==> config.mk <==
export PLATFORM = sky130hd
export DESIGN_NAME = uart_rx
export DESIGN_NICKNAME = d
export VERILOG_FILES = /design/src/rtl/uart_pkg.sv /design/src/rtl/uart_rx_sync.sv /design/src/rtl/uart_rx.sv
export SDC_FILE = /design/constraint.sdc
export NUM_CORES = 1
export LEC_CHECK = 0
export CORE_MARGIN = 3
export CORE_UTILIZATION = 40
export DETAILED_ROUTE_END_ITERATION = 10
export GPL_TIMING_DRIVEN = 0
export HOLD_SLACK_MARGIN = 0.02
export PLACE_DENSITY = 0.72
export SYNTH_ARGS = -nofsm -noshare
export SYNTH_HDL_FRONTEND = slang
export SYNTH_SLANG_ARGS = --single-unit
==> constraint.sdc <==
create_clock -name clk -period 2.2 [get_ports clk]
set_input_delay 0.66 -clock clk [delete_from_list [all_inputs] [get_ports clk]]
set_output_delay 0.66 -clock clk [all_outputs]
set_load 0.03 [all_outputs]
==> src/rtl/uart_pkg.sv <==
// Shared UART definitions: receiver state encoding, frame constants and even-parity helper.
// UART_RX_SYNC_EN selects the two-flop input synchroniser depth used by the receiver.
package uart_pkg;

  typedef enum logic [2:0] {
    IDLE,
    START,
    DATA,
    PARITY,
    STOP
  } uart_rx_state_t;

  localparam int   UART_DATA_BITS = 8;
  localparam logic UART_START_BIT = 1'b0;
  localparam logic UART_STOP_BIT  = 1'b1;

`ifdef UART_RX_SYNC_EN
  localparam int UART_RX_SYNC_STAGES = 2;
`else
  localparam int UART_RX_SYNC_STAGES = 1;
`endif

  function automatic logic uart_parity(input logic [UART_DATA_BITS-1:0] data);
    return ^data;
  endfunction

endpackage

==> src/rtl/uart_rx_sync.sv <==
// rx input stage: two-flop synchroniser with UART_RX_SYNC_EN, single register otherwise.
// Latency 2 or 1 cycles; no backpressure; every flop resets to line-idle (1).
module uart_rx_sync (
  input  logic clk,
  input  logic rst_n,
  input  logic rx,
  output logic rx_s
);

`ifdef UART_RX_SYNC_EN
  logic rx_meta;

  always_ff @(posedge clk or negedge rst_n) begin
    if (!rst_n) begin
      rx_meta <= 1'b1;
      rx_s    <= 1'b1;
    end else begin
      rx_meta <= rx;
      rx_s    <= rx_meta;
    end
  end
`else
  always_ff @(posedge clk or negedge rst_n) begin
    if (!rst_n) rx_s <= 1'b1;
    else        rx_s <= rx;
  end
`endif

endmodule

==> src/rtl/uart_rx.sv <==
// UART receiver (8E1, LSB first) to a valid/ready byte port; valid at E+H+10*CLKS_PER_BIT+1.
// A frame completing while valid && !ready is dropped with a one-cycle overrun pulse. Macro: UART_RX_SYNC_EN.
module uart_rx
  import uart_pkg::*;
#(
  parameter int CLKS_PER_BIT = 8
) (
  input  logic                      clk,
  input  logic                      ret,
  input  logic                      rx,
  output logic [UART_DATA_BITS-1:0] data,
  output logic                      valid,
  input  logic                      ready,
  output logic                      parity_err,
  output logic                      frame_err,
  output logic                      overrun,
  output logic                      busy
);

  localparam int             CW        = $clog2(CLKS_PER_BIT);
  localparam logic [CW-1:0]  HALF_LAST = CW'(CLKS_PER_BIT / 2 - 1);
  localparam logic [CW-1:0]  BIT_LAST  = CW'(CLKS_PER_BIT - 1);
  localparam logic [2:0]     LAST_BIT  = 3'(UART_DATA_BITS - 1);

  uart_rx_state_t              state, state_nxt;
  logic                        rx_s, rx_q;
  logic [UART_RX_SYNC_STAGES:0] settle;
  logic                        armed;
  logic [CW-1:0]               cnt;
  logic [2:0]                  bit_cnt;
  logic [UART_DATA_BITS-1:0]   shift_reg;
  logic                        perr_q;
  logic                        tick, start_det, complete, load;

  uart_rx_sync u_sync (
    .clk   (clk),
    .rst_n (ret),
    .rx    (rx),
    .rx_s  (rx_s)
  );

  // Starts are only accepted once a genuinely sampled high line has been seen,
  // so a line held low across reset release is not mistaken for a start edge.
  assign start_det = armed && rx_q && (rx_s == UART_START_BIT);
  assign tick      = (cnt == ((state == START) ? HALF_LAST : BIT_LAST));
  assign complete  = (state == STOP) && tick;
  assign load      = complete && (!valid || ready);
  assign busy      = (state != IDLE);

  always_ff @(posedge clk or negedge ret) begin
    if (!ret) state <= IDLE;
    else      state <= state_nxt;
  end

  always_comb begin
    state_nxt = state;
    unique case (state)
      IDLE:   if (start_det) state_nxt = START;
      START:  if (tick) state_nxt = (rx_s == UART_START_BIT) ? DATA : IDLE;
      DATA:   if (tick && bit_cnt == LAST_BIT) state_nxt = PARITY;
      PARITY: if (tick) state_nxt = STOP;
      STOP:   if (tick) state_nxt = IDLE;
      default: state_nxt = IDLE;
    endcase
  end

  always_ff @(posedge clk or negedge ret) begin
    if (!ret) begin
      rx_q      <= 1'b1;
      settle    <= '0;
      armed     <= 1'b0;
      cnt       <= '0;
      bit_cnt   <= '0;
      shift_reg <= '0;
      perr_q    <= 1'b0;
    end else begin
      rx_q   <= rx_s;
      settle <= {settle[UART_RX_SYNC_STAGES-1:0], 1'b1};
      if (settle[UART_RX_SYNC_STAGES] && rx_q && rx_s) armed <= 1'b1;

      if (state == IDLE || tick) cnt <= '0;
      else                       cnt <= cnt + CW'(1);

      if (state == IDLE)               bit_cnt <= '0;
      else if (state == DATA && tick)  bit_cnt <= bit_cnt + 3'd1;

      if (state == DATA && tick) shift_reg <= {rx_s, shift_reg[UART_DATA_BITS-1:1]};
      if (state == PARITY && tick) perr_q <= rx_s ^ uart_parity(shift_reg);
    end
  end

  always_ff @(posedge clk or negedge ret) begin
    if (!ret) begin
      data       <= '0;
      valid      <= 1'b0;
      parity_err <= 1'b0;
      frame_err  <= 1'b0;
      overrun    <= 1'b0;
    end else begin
      overrun <= complete && valid && !ready;
      if (load) begin
        data       <= shift_reg;
        parity_err <= perr_q;
        frame_err  <= (rx_s != UART_STOP_BIT);
        valid      <= 1'b1;
      end else if (valid && ready) begin
        valid <= 1'b0;
      end
    end
  end

endmodule

==> metrics.yaml <==
setup_path:
  reg2reg_from: "cnt[0]"
  crit_arrival_ns: 1.46
  startpoint: "state[1]"
  required_ns: 1.54
  start_kind: "register"
  cp_top_family: "simple AND/OR/NAND/NOR gates"
  cpMaxStageDelayCell: "or3_1"
  crit_type: "reg -> out"
  path_buf_inv: 2
  critPathMaxStageDelay_ns: 0.45
  path_max_fanout: 9
  cp_cell_sequence: "buf_4 > or3_1 > clkbuf_4"
  endpoint_kind: "output port"
clocking:
  cts_root_buffer: "clkbuf_8"
  clk_latency_ns: 0.28
  numClockSinks: 35
  htree_levels: 2
  clk_path_buf_depth: 2
  cts_buffers: 5
  postCtsHoldBufs: 0
  cts_tree: "yes"
  clk_pin_slew_ns: 0.07
floorplanning:
  die-height_microns: 67.6
  start_util_pct: 43.5
  coreArea_sq_um: 3490
  ioPinCount: 17
  die_area_sq_um: 4570
  die_w_microns: 67.6
  fp-row-count: 21
hold_path:
  hold_path_class: "reg -> reg"
  worstHoldStart: "settle[0]"
timing:
  drv_slew: 0
  min_period_ns: 2.12
  hold-worst-slack_ns: 0.357
  period_share_pct: 96.6
  fin_ws_ns: 0.0751
  slew_headroom_pct: 49.0
  rsz0062_at_grt: "false"
  skew_ns: 0.00517
  worst_pin_slew_ns: 0.765
  final_hold_viol_count: 0
  timing.fmax_mhz: 471
  setup_viol: 0
layout:
  utilization_pct: 52.2
  mostFrequentLayoutCell: "dfrtp_1"
  num-fill-cells: 292
  drive_above_1_share_pct: 28.9
  areaGrowthSynthToFinish_pct: 20.2
  final_nets: 141
  final_cell_mix: "dfrtp_1 (33), clkdlybuf4s50_1 (14), mux2_2 (9), nand2_1 (9), mux2_4 (9)"
  antennaDiodeCount: 0
  fin_cells: 181
synth:
  synth_ff_type: "dfrtp_1"
  ys_async_sr_fraction_pct: 100
  synth_edf_count: 0
  syn_area_per_cell_sq_um: 13.6
  netlist_instances: 112
  syn_nets: 119
  synth-seq-cells: 35
  yosys_warnings: 0
  synth_area_sq_um: 1520
  ys_types: 34
  ys_seq_area_share_pct: 57.8
placement:
  detailed_place_hpwl_microns: 1610
  place_inst: 174
  place_ws_ns: -0.0921
  gp_congestion: 0.723
  io_buffers: 16
grt:
  grt_max_degree: 36
  gr-total-overflow: 0
  grt_pass1_wl_microns: 4140
  grt_usage_pct: 12.2
  antenna_found_initial: 0
  grt_pass1_vias: 971
pwr:
  leakage_nw: 0.862
  peakVddDrop_uv: 404
  cellPowerDensity_nw_per_um2: 882
routing:
  wl_met3_microns: 83
  routed_via_density: 4.97
  drc: 0
  num_vias: 899
  wl_per_cell_microns: 13.3
  highest_layer: "met4"
  drt-total-wl_microns: 2410
  drt_iter0_markers: 46
  ant_nets: 0
  dr_wl_met2_microns: 1140
  m1WireLength_microns: 1160
  drt_pass1_iterations: 4
run_status:
  status: "completed"
job:
  maxCapViolations: 0
cells in the mapped netlist (2+ instances only):
| library cell | count | share of area (%) |
|---|---|---|
| a211oi_1 | 3 | 1.5 |
| mux2_4 | 9 | 8.9 |
| xnor2_1 | 5 | 2.9 |
| nand4_1 | 2 | 0.82 |
| dfstp_2 | 2 | 3.5 |
| o21ai_0 | 4 | 1.3 |
| ha_1 | 3 | 2.5 |
| or2_2 | 2 | 0.82 |
| nor2_1 | 6 | 1.5 |
| nand2b_1 | 2 | 0.82 |
| mux2_2 | 9 | 6.7 |
| dfrtp_1 | 33 | 54 |
| nand2_1 | 9 | 2.2 |
| a21oi_1 | 2 | 0.66 |
| buf_4 | 2 | 0.99 |
report_power, final:
group	switching [W]	leakage (nW)	total, W	internal [W]
logic	0.000175	0.350	0.000337	0.000163
clock network	0.000210	0.0515	0.000496	0.000285
registers	0.0000630	0.461	0.000778	0.000715
total	0.000448	0.862	0.00161	0.00116
cell type report:
class,instances,area (sq um),share of cell area (%)
multi-input combinational,71,602,33.0
clock buffer,8,100,5.48
tap,46,57.6,3.15
sequential,35,878,48.1
buffer,4,31.3,1.71
timing repair buffer,16,153,8.36
inverter,1,3.75,0.206
kinds of logic after synthesis:
| kind of cell | count (synthesis) | share of synthesized area (%) |
|---|---|---|
| AOI/OAI and AO/OA | 13 | 5.52 |
| xor gates and xnor gates | 7 | 4.94 |
| adders and majority gates | 3 | 2.47 |
| buffers and inverters | 6 | 2.55 |
| DFF | 35 | 57.8 |
| muxes | 19 | 16.2 |
| other | 1 | 0.247 |
| and+or+nand+nor | 28 | 10.2 |
worst paths after layout:
check,slack (ns),cells after the start,end
setup / recovery,0.08,3,busy
hold / removal,0.36,0,settle[1]
setup reg to reg,0.45,5,data[7]
hold reg to reg,0.36,0,settle[1]
max in group asynchronous,1.26,1,data[7]
min in group asynchronous,0.45,1,cnt[0]
per-stage QoR:
stage | TNS (ns) | power, W | instance area (sq um)
floorplan | 0 | 0.00105 | 1520
global placement | -6.71 | 0.00112 | 1740
detailed placement | -0.0921 | 0.00114 | 1730
CTS | 0 | 0.00163 | 1830
global route | 0 | 0.00169 | 1830
finish | 0 | 0.00161 | 1830
what timing repair did:
item,in CTS,in global routing
resized for setup,5,1
setup buffers,0,0
endpoints found under the setup margin,1,1
per-layer routing:
metal / track usage (%) / vias up
met1: 15.5 / 444
met4: 6.08 / 0
met2: 19.1 / 20
met3: 3.49 / 4
li1: - / 431
met5: 0 / -
No activity file was read; power rests on OpenSTA's default activity.
